[src/rtl/insn_encode_loader_pkg.sv]
// Shared constants and types for the instruction encode/loader block.
// Provides RV32I opcode/funct3 constants, the decoded-field payload struct,
// error-code and FSM state enums, the default load base address and an
// immediate range helper.
package insn_encode_loader_pkg;

    localparam int unsigned ILEN   = 32;
    localparam int unsigned OPC_W  = 7;
    localparam int unsigned REG_W  = 5;
    localparam int unsigned F3_W   = 3;
    localparam int unsigned F7_W   = 7;

    localparam logic [OPC_W-1:0] OPC_LUI    = 7'b011_0111;
    localparam logic [OPC_W-1:0] OPC_AUIPC  = 7'b001_0111;
    localparam logic [OPC_W-1:0] OPC_JAL    = 7'b110_1111;
    localparam logic [OPC_W-1:0] OPC_JALR   = 7'b110_0111;
    localparam logic [OPC_W-1:0] OPC_BRANCH = 7'b110_0011;
    localparam logic [OPC_W-1:0] OPC_LOAD   = 7'b000_0011;
    localparam logic [OPC_W-1:0] OPC_STORE  = 7'b010_0011;
    localparam logic [OPC_W-1:0] OPC_OP_IMM = 7'b001_0011;
    localparam logic [OPC_W-1:0] OPC_OP     = 7'b011_0011;

    localparam logic [F3_W-1:0] F3_SLLI  = 3'b001;
    localparam logic [F3_W-1:0] F3_SRXI  = 3'b101;

    localparam logic [31:0] BASE_ADDR_DEFAULT = 32'h0100_0000;

    // Decoded register/function fields of one instruction (immediate carried separately).
    typedef struct packed {
        logic [F7_W-1:0]  funct7;
        logic [REG_W-1:0] rs2;
        logic [REG_W-1:0] rs1;
        logic [F3_W-1:0]  funct3;
        logic [REG_W-1:0] rd;
        logic [OPC_W-1:0] opcode;
    } insn_fields_t;

    typedef enum logic [1:0] {
        ERR_NONE   = 2'b00,
        ERR_OPCODE = 2'b01,
        ERR_IMM    = 2'b10,
        ERR_SHIFT  = 2'b11
    } err_code_e;

    typedef enum logic [1:0] {
        ST_IDLE  = 2'b00,
        ST_LOAD  = 2'b01,
        ST_DRAIN = 2'b10,
        ST_DONE  = 2'b11
    } state_e;

    // True when v is the sign extension of its low nbits bits.
    function automatic logic fits_signed(input logic [ILEN-1:0] v, input int unsigned nbits);
        logic [ILEN-1:0] mask;
        mask = '1 << (nbits - 1);
        return ((v & mask) == '0) || ((v & mask) == mask);
    endfunction

endpackage

[src/rtl/insn_encode_loader_if.sv]
// Tuple-input and memory-write channels of the encode/loader.
//   master: program source + instruction memory (drives tuples, accepts writes)
//   slave : the loader (accepts tuples, issues writes)
interface insn_encode_loader_if #(
    parameter int unsigned DWIDTH = 32,
    parameter int unsigned AWIDTH = 32
);
    logic              in_valid_i;
    logic              in_ready_o;
    logic              in_last_i;
    logic [6:0]        opcode_i;
    logic [4:0]        rd_i;
    logic [4:0]        rs1_i;
    logic [4:0]        rs2_i;
    logic [2:0]        funct3_i;
    logic [6:0]        funct7_i;
    logic [DWIDTH-1:0] imm_i;

    logic              wr_valid_o;
    logic              wr_ready_i;
    logic [AWIDTH-1:0] wr_addr_o;
    logic [DWIDTH-1:0] wr_data_o;

    modport master (
        output in_valid_i, in_last_i, opcode_i, rd_i, rs1_i, rs2_i, funct3_i, funct7_i, imm_i,
        output wr_ready_i,
        input  in_ready_o, wr_valid_o, wr_addr_o, wr_data_o
    );

    modport slave (
        input  in_valid_i, in_last_i, opcode_i, rd_i, rs1_i, rs2_i, funct3_i, funct7_i, imm_i,
        input  wr_ready_i,
        output in_ready_o, wr_valid_o, wr_addr_o, wr_data_o
    );
endinterface

[src/rtl/insn_encode_loader_insn_pack.sv]
// insn_pack: combinational RV32I encoder and immediate range checker.
//   fields_i   : decoded opcode/rd/rs1/rs2/funct3/funct7
//   imm_i      : sign-extended immediate in decode form
//   word_c     : packed 32-bit instruction word
//   err_code_c : ERR_NONE when the tuple is encodable, else the reason
module insn_pack
    import insn_encode_loader_pkg::*;
(
    input  insn_fields_t    fields_i,
    input  logic [ILEN-1:0] imm_i,
    output logic [ILEN-1:0] word_c,
    output err_code_e       err_code_c
);

    logic is_shift;
    assign is_shift = (fields_i.funct3 == F3_SLLI) || (fields_i.funct3 == F3_SRXI);

    // Format selection by opcode; shifts reuse funct7 as the upper immediate field.
    always_comb begin
        word_c     = '0;
        err_code_c = ERR_NONE;
        case (fields_i.opcode)
            OPC_OP: begin
                word_c = {fields_i.funct7, fields_i.rs2, fields_i.rs1,
                          fields_i.funct3, fields_i.rd, fields_i.opcode};
            end
            OPC_OP_IMM: begin
                if (is_shift) begin
                    word_c = {fields_i.funct7, imm_i[4:0], fields_i.rs1,
                              fields_i.funct3, fields_i.rd, fields_i.opcode};
                    if (imm_i[11:5] != '0) err_code_c = ERR_SHIFT;
                end else begin
                    word_c = {imm_i[11:0], fields_i.rs1, fields_i.funct3, fields_i.rd, fields_i.opcode};
                    if (!fits_signed(imm_i, 12)) err_code_c = ERR_IMM;
                end
            end
            OPC_LOAD, OPC_JALR: begin
                word_c = {imm_i[11:0], fields_i.rs1, fields_i.funct3, fields_i.rd, fields_i.opcode};
                if (!fits_signed(imm_i, 12)) err_code_c = ERR_IMM;
            end
            OPC_STORE: begin
                word_c = {imm_i[11:5], fields_i.rs2, fields_i.rs1, fields_i.funct3,
                          imm_i[4:0], fields_i.opcode};
                if (!fits_signed(imm_i, 12)) err_code_c = ERR_IMM;
            end
            OPC_BRANCH: begin
                word_c = {imm_i[12], imm_i[10:5], fields_i.rs2, fields_i.rs1, fields_i.funct3,
                          imm_i[4:1], imm_i[11], fields_i.opcode};
                if (!fits_signed(imm_i, 13) || imm_i[0]) err_code_c = ERR_IMM;
            end
            OPC_LUI, OPC_AUIPC: begin
                word_c = {imm_i[31:12], fields_i.rd, fields_i.opcode};
                if (imm_i[11:0] != '0) err_code_c = ERR_IMM;
            end
            OPC_JAL: begin
                word_c = {imm_i[20], imm_i[10:1], imm_i[11], imm_i[19:12], fields_i.rd, fields_i.opcode};
                if (!fits_signed(imm_i, 21) || imm_i[0]) err_code_c = ERR_IMM;
            end
            default: err_code_c = ERR_OPCODE;
        endcase
    end

endmodule

[src/rtl/insn_encode_loader.sv]
// insn_encode_loader: packs decoded instruction tuples into RV32I words and
// writes them at sequential addresses through a 2-entry FIFO.
//   clk, rst   : clock, asynchronous active-low reset
//   start_i    : restart at BASE_ADDR, flush FIFO, clear error and count
//   bus        : tuple input handshake and memory write port (slave view)
//   done_o     : program fully written
//   err_o      : sticky error, err_code_o holds the first error cause
//   count_o    : words written since start
module insn_encode_loader
    import insn_encode_loader_pkg::*;
#(
    parameter int unsigned       DWIDTH    = 32,
    parameter int unsigned       AWIDTH    = 32,
    parameter logic [AWIDTH-1:0] BASE_ADDR = AWIDTH'(BASE_ADDR_DEFAULT)
) (
    input  logic               clk,
    input  logic               rst,
    input  logic               start_i,
    insn_encode_loader_if.slave bus,
    output logic               done_o,
    output logic               err_o,
    output logic [1:0]         err_code_o,
    output logic [AWIDTH-1:0]  count_o
);

    localparam int unsigned DEPTH = 2;

    state_e            state;
    logic [AWIDTH-1:0] next_addr;
    logic [AWIDTH-1:0] fifo_addr [DEPTH];
    logic [DWIDTH-1:0] fifo_data [DEPTH];
    logic              wr_ptr;
    logic              rd_ptr;
    logic [1:0]        fifo_cnt;

    insn_fields_t      fields;
    logic [ILEN-1:0]   pack_word;
    err_code_e         pack_err;

    logic fifo_full;
    logic fifo_empty;
    logic accept;
    logic push;
    logic pop;

    always_comb begin
        fields        = '0;
        fields.opcode = bus.opcode_i;
        fields.rd     = bus.rd_i;
        fields.rs1    = bus.rs1_i;
        fields.rs2    = bus.rs2_i;
        fields.funct3 = bus.funct3_i;
        fields.funct7 = bus.funct7_i;
    end

    insn_pack u_pack (
        .fields_i   (fields),
        .imm_i      (ILEN'(bus.imm_i)),
        .word_c     (pack_word),
        .err_code_c (pack_err)
    );

    assign fifo_full  = (fifo_cnt == 2'(DEPTH));
    assign fifo_empty = (fifo_cnt == 2'd0);

    // No pass-through when full: a same-cycle pop does not open the input.
    assign bus.in_ready_o = (state == ST_LOAD) && !fifo_full && !start_i;
    assign accept         = bus.in_valid_i && bus.in_ready_o;
    assign push           = accept && (pack_err == ERR_NONE);
    assign pop            = bus.wr_valid_o && bus.wr_ready_i;

    assign bus.wr_valid_o = !fifo_empty;
    assign bus.wr_addr_o  = fifo_addr[rd_ptr];
    assign bus.wr_data_o  = fifo_data[rd_ptr];

    // FSM, FIFO, address counter and status registers.
    always_ff @(posedge clk or negedge rst) begin
        if (!rst) begin
            state      <= ST_IDLE;
            done_o     <= 1'b0;
            err_o      <= 1'b0;
            err_code_o <= '0;
            count_o    <= '0;
            next_addr  <= BASE_ADDR;
            wr_ptr     <= 1'b0;
            rd_ptr     <= 1'b0;
            fifo_cnt   <= '0;
            for (int i = 0; i < int'(DEPTH); i++) begin
                fifo_addr[i] <= '0;
                fifo_data[i] <= '0;
            end
        end else if (start_i) begin
            state      <= ST_LOAD;
            done_o     <= 1'b0;
            err_o      <= 1'b0;
            err_code_o <= ERR_NONE;
            count_o    <= '0;
            next_addr  <= BASE_ADDR;
            wr_ptr     <= 1'b0;
            rd_ptr     <= 1'b0;
            fifo_cnt   <= '0;
        end else begin
            if (push) begin
                fifo_addr[wr_ptr] <= next_addr;
                fifo_data[wr_ptr] <= DWIDTH'(pack_word);
                wr_ptr            <= ~wr_ptr;
                next_addr         <= next_addr + AWIDTH'(4);
            end
            if (pop) begin
                rd_ptr  <= ~rd_ptr;
                count_o <= count_o + AWIDTH'(1);
            end
            fifo_cnt <= fifo_cnt + 2'(push) - 2'(pop);

            // Only the first error since start is recorded.
            if (accept && (pack_err != ERR_NONE) && !err_o) begin
                err_o      <= 1'b1;
                err_code_o <= pack_err;
            end

            case (state)
                ST_LOAD: begin
                    if (accept && bus.in_last_i) state <= ST_DRAIN;
                end
                ST_DRAIN: begin
                    if (fifo_empty) begin
                        state  <= ST_DONE;
                        done_o <= 1'b1;
                    end
                end
                default: ;
            endcase
        end
    end

endmodule

[src/flat_wrapper.sv]
// flat-port wrapper written by rule: the top's interface ports become plain ports
module insn_encode_loader_flat import insn_encode_loader_pkg::*;
#(
    parameter int unsigned       DWIDTH    = 32,
    parameter int unsigned       AWIDTH    = 32,
    parameter logic [AWIDTH-1:0] BASE_ADDR = AWIDTH'(BASE_ADDR_DEFAULT)
)
  (clk, rst, start_i, done_o, err_o, err_code_o, count_o, bus_in_valid_i, bus_in_last_i, bus_opcode_i, bus_rd_i, bus_rs1_i, bus_rs2_i, bus_funct3_i, bus_funct7_i, bus_imm_i, bus_wr_ready_i, bus_in_ready_o, bus_wr_valid_o, bus_wr_addr_o, bus_wr_data_o);
  insn_encode_loader_if #(.DWIDTH(DWIDTH), .AWIDTH(AWIDTH)) bus_i ();
  input  logic clk;
  input  logic rst;
  input  logic start_i;
  output logic done_o;
  output logic err_o;
  output logic [1:0] err_code_o;
  output logic [AWIDTH-1:0] count_o;
  input wire logic [$bits(bus_i.in_valid_i)-1:0] bus_in_valid_i;
  input wire logic [$bits(bus_i.in_last_i)-1:0] bus_in_last_i;
  input wire logic [$bits(bus_i.opcode_i)-1:0] bus_opcode_i;
  input wire logic [$bits(bus_i.rd_i)-1:0] bus_rd_i;
  input wire logic [$bits(bus_i.rs1_i)-1:0] bus_rs1_i;
  input wire logic [$bits(bus_i.rs2_i)-1:0] bus_rs2_i;
  input wire logic [$bits(bus_i.funct3_i)-1:0] bus_funct3_i;
  input wire logic [$bits(bus_i.funct7_i)-1:0] bus_funct7_i;
  input wire logic [$bits(bus_i.imm_i)-1:0] bus_imm_i;
  input wire logic [$bits(bus_i.wr_ready_i)-1:0] bus_wr_ready_i;
  output wire logic [$bits(bus_i.in_ready_o)-1:0] bus_in_ready_o;
  output wire logic [$bits(bus_i.wr_valid_o)-1:0] bus_wr_valid_o;
  output wire logic [$bits(bus_i.wr_addr_o)-1:0] bus_wr_addr_o;
  output wire logic [$bits(bus_i.wr_data_o)-1:0] bus_wr_data_o;
  assign bus_i.in_valid_i = bus_in_valid_i;
  assign bus_i.in_last_i = bus_in_last_i;
  assign bus_i.opcode_i = bus_opcode_i;
  assign bus_i.rd_i = bus_rd_i;
  assign bus_i.rs1_i = bus_rs1_i;
  assign bus_i.rs2_i = bus_rs2_i;
  assign bus_i.funct3_i = bus_funct3_i;
  assign bus_i.funct7_i = bus_funct7_i;
  assign bus_i.imm_i = bus_imm_i;
  assign bus_i.wr_ready_i = bus_wr_ready_i;
  assign bus_in_ready_o = bus_i.in_ready_o;
  assign bus_wr_valid_o = bus_i.wr_valid_o;
  assign bus_wr_addr_o = bus_i.wr_addr_o;
  assign bus_wr_data_o = bus_i.wr_data_o;
  insn_encode_loader #(.DWIDTH(DWIDTH), .AWIDTH(AWIDTH), .BASE_ADDR(BASE_ADDR)) u_core (.clk(clk), .rst(rst), .start_i(start_i), .bus(bus_i), .done_o(done_o), .err_o(err_o), .err_code_o(err_code_o), .count_o(count_o));
endmodule
[config.mk]
export PLATFORM = sky130hd
export DESIGN_NAME = insn_encode_loader_flat
export DESIGN_NICKNAME = d
export VERILOG_FILES = /design/src/rtl/insn_encode_loader_pkg.sv /design/src/rtl/insn_encode_loader_if.sv /design/src/rtl/insn_encode_loader_insn_pack.sv /design/src/rtl/insn_encode_loader.sv /design/src/flat_wrapper.sv
export SDC_FILE = /design/constraint.sdc
export NUM_CORES = 1
export LEC_CHECK = 0
export BUFFER_PORTS_ARGS = -buffer_cell sky130_fd_sc_hd__buf_2
export CAP_MARGIN = 20
export CORE_MARGIN = 2
export CORE_UTILIZATION = 57
export DETAILED_ROUTE_END_ITERATION = 16
export PLACE_DENSITY = 0.81
export SLEW_MARGIN = 10
export SYNTH_ARGS = -nofsm -noshare
export SYNTH_HDL_FRONTEND = slang
export SYNTH_SLANG_ARGS = --single-unit
[constraint.sdc]
create_clock -name clk -period 2.8 [get_ports clk]
set_clock_uncertainty 0.15 [all_clocks]
set_input_delay 0.56 -clock clk [delete_from_list [all_inputs] [get_ports clk]]
set_output_delay 0.56 -clock clk [all_outputs]
set_load 0.01 [all_outputs]
==> run summary <==
Num CTS Buffers = 17
Critical Path Sink Type = register
Setup CP Type = in2reg
Worst-path clk slew = 0.07 ns
Synth Instances = 880
Vias/cell = 6.01
crit path launch type = input pin
chip width = 136 um
final hold violation count = 0
pwr/cell area = 517 nW/um^2
slew margin rel. = 34.2%
top-area cell type share of the netlist area = 48.9%
first-pass GRT wire length = 41200 um
Pre-antenna DRT Iters = 6
max_cap viols = 0
clock latency on the worst-skew pair = 0.43 ns
EDFF count, synth = 0
Post-CTS Setup Repair Bufs = 0
Core ar. = 17200 um^2
Final Setup Violations = 0
area grow syn2layout = 22.4%
Overflow after GRT = 0
post-synthesis sequential area ratio = 49.1%
Yosys top cell by area = dfrtp_1
Worst Hold Class = in2reg
period utilisation layout = 94.1%
met1 usage = 37.9%
Clock Path Buffers = 2
n_diodes = 0
HPWL Detailed = 18500 um
RSZ-0062 raised after global routing = no
die area = 18600 um^2
asr flop ratio synth = 100%
WL final = 26000 um
layout cells sized above 1 = 41.2%
Worst Tran Pin Value = 0.979 ns
critical-path maximum fanout = 29
Rows = 48
clk sinks = 196
critical path arrival = 2.84 ns
gr usage total = 28.5%
initial antenna violation count = 0
Leakage Power = 6.19 nW
Synth Register Bits = 196
status = finished, final reports clean
Ys Warns = 0
Final min period = 2.64 ns
Synth area leaders = dfrtp_1 (49%), mux2_2 (13%), mux2_4 (5.7%)
grt met2 use = 46.1%
total power = 0.00632 W
Finished Layout Cells = 1333
Final Max Tran Viols = 0
met3 GRT Util = 6.75%
GR peak layer = met2
CTS tree = yes
most frequent cell after synthesis = dfrtp_1
Iter 0 DRT Violations = 609
Post-Place Cells = 1301
residual DRC count = 0
final setup margin = 0.165 ns
required time worst endpoint = 3.00 ns
dpl ws = -0.330 ns
Mapped Area = 9990 um^2
top achievable clock speed = 379 MHz
GP Congestion = 0.906
Post-Syn Area per Cell = 11.3 um^2
largest net degree at the start of global routing = 71
VDD IR-drop max = 0.424 mV
H-tree depth = 4
wire per inst = 19.5 um
# IOs = 172
initial core utilization = 57.9%
commonest cells in the netlist = dfrtp_1 (195), mux2_2 (116), nand2_1 (58)
Die Height = 136 um
Nets = 1170
number of global-route vias before repair = 7871
CTS root buffer = clkbuf_16
count of cell types in the netlist = 67
Via Count = 8010
TNS Setup = 0 ns
number of port buffers = 169
Final ANT Viol Nets = 0
Synth Flop Type = dfrtp_1
routing by layer:
layer / vias up / part of all wire [%]
li1: 3646 / -
met1: 3973 / 42
met2: 342 / 48
met3: 49 / 7.6
met4: 0 / 2.3
met5: - / 0
registers in the layout, summed over array words and instances (netlist names), 2 cells and up:
name	cells
u_core.fifo_addr	60
u_core.count_o	32
u_core.fifo_data	64
u_core.err_code_o	2
u_core.state	2
u_core.fifo_cnt	2
u_core.next_addr	30
cell type report:
| cell class | instances | area [um^2] |
|---|---|---|
| Clock inverter | 12 | 158 |
| Inverter | 18 | 67.6 |
| Fill cell | 1230 | 5010 |
| Sequential cell | 196 | 4910 |
| Timing Repair Buffer | 252 | 1610 |
| Clock buffer | 19 | 443 |
| Multi-Input combinational cell | 611 | 4760 |
| Tap cell | 225 | 282 |
through the flow:
step | hold slack [ns] | util (%) | instance area (um^2)
floorplan | 0.114 | - | 10000
global placement | 0.295 | 67.3 | 11600
detailed placement | 0.300 | 67.3 | 11600
CTS | 0.237 | 70.9 | 12200
global route | 0.285 | 70.9 | 12200
finish | 0.253 | 70.9 | 12200
power breakdown:
group | internal (W) | leakage (nW) | total [W] | switching, W
clock network | 0.00143 | 0.285 | 0.00249 | 0.00107
registers | 0.00289 | 2.72 | 0.00294 | 0.0000477
logic | 0.000395 | 3.19 | 0.000885 | 0.000490
kinds of logic after synthesis:
family / after synthesis / share of synthesized area [%]
and+or+nand+nor: 265 / 14.2
DFF: 196 / 49.1
muxes: 164 / 19.9
AOI/OAI and AO/OA: 146 / 10.0
buffers and inverters: 74 / 3.52
xor gates and xnor gates: 30 / 2.63
adders and majority gates: 4 / 0.501
other: 1 / 0.0375
path summary, 6_finish.rpt:
path / depth (start not counted) / from / slack, ns / to
max: 8 / bus_imm_i[7] / 0.16 / u_core.next_addr[16]$_DFFE_PN0P_
min reg2reg: 1 / u_core.fifo_data[0]$_DFFE_PN0P_ / 0.32 / u_core.fifo_data[0]$_DFFE_PN0P_
max reg2reg: 8 / u_core.next_addr[8]$_DFFE_PN0P_ / 0.21 / u_core.next_addr[20]$_DFFE_PN0P_
max in group asynchronous: 3 / rst / 1.29 / u_core.next_addr[24]$_DFFE_PN1P_
min: 3 / bus_in_last_i / 0.25 / u_core.state[1]$_DFFE_PN0P_
min in group asynchronous: 2 / rst / 0.50 / u_core.fifo_data[32]$_DFFE_PN0P_
layout by cell type, fill, tap and decap left out, drive strengths merged, types with 5 or more instances in the layout:
cell type / netlist / layout
buf: 29 / 250
dfrtp: 195 / 195
mux2: 162 / 162
nand2: 59 / 59
nor2: 49 / 49
a21oi: 44 / 44
o21ai: 28 / 28
nand4: 24 / 24
and3: 21 / 21
clkbuf: 27 / 20
inv: 18 / 18
nand3: 16 / 16
xor2: 16 / 16
xnor2: 14 / 14
nor3: 13 / 13
or3: 12 / 12
a22o: 12 / 12
nand2b: 10 / 10
nor4: 9 / 9
or4: 9 / 9
o31ai: 9 / 9
and4: 8 / 8
a222oi: 8 / 8
nand3b: 7 / 7
and2: 7 / 7
nor2b: 6 / 6
a31oi: 6 / 6
clkinv: 0 / 6
o21a: 5 / 5
a31o: 5 / 5
o41ai: 5 / 5
timing repair:
| item | in CTS | in global routing |
|---|---|---|
| setup endpoints to repair | 0 | 8 |
| resized for setup | 0 | 2 |
| endpoints found under the hold margin | 50 | 0 |
| hold buffers | 1 | 0 |
worst max-delay path, stage by stage:
cell,delay (ns)
buf_2,0.10
or4_1,0.60
a211o_1,0.33
a2bb2oi_2,0.19
nand3_1,0.14
buf_12,0.20
or4_1,0.52
a21oi_1,0.17
No activity file was read; power rests on OpenSTA's default activity.
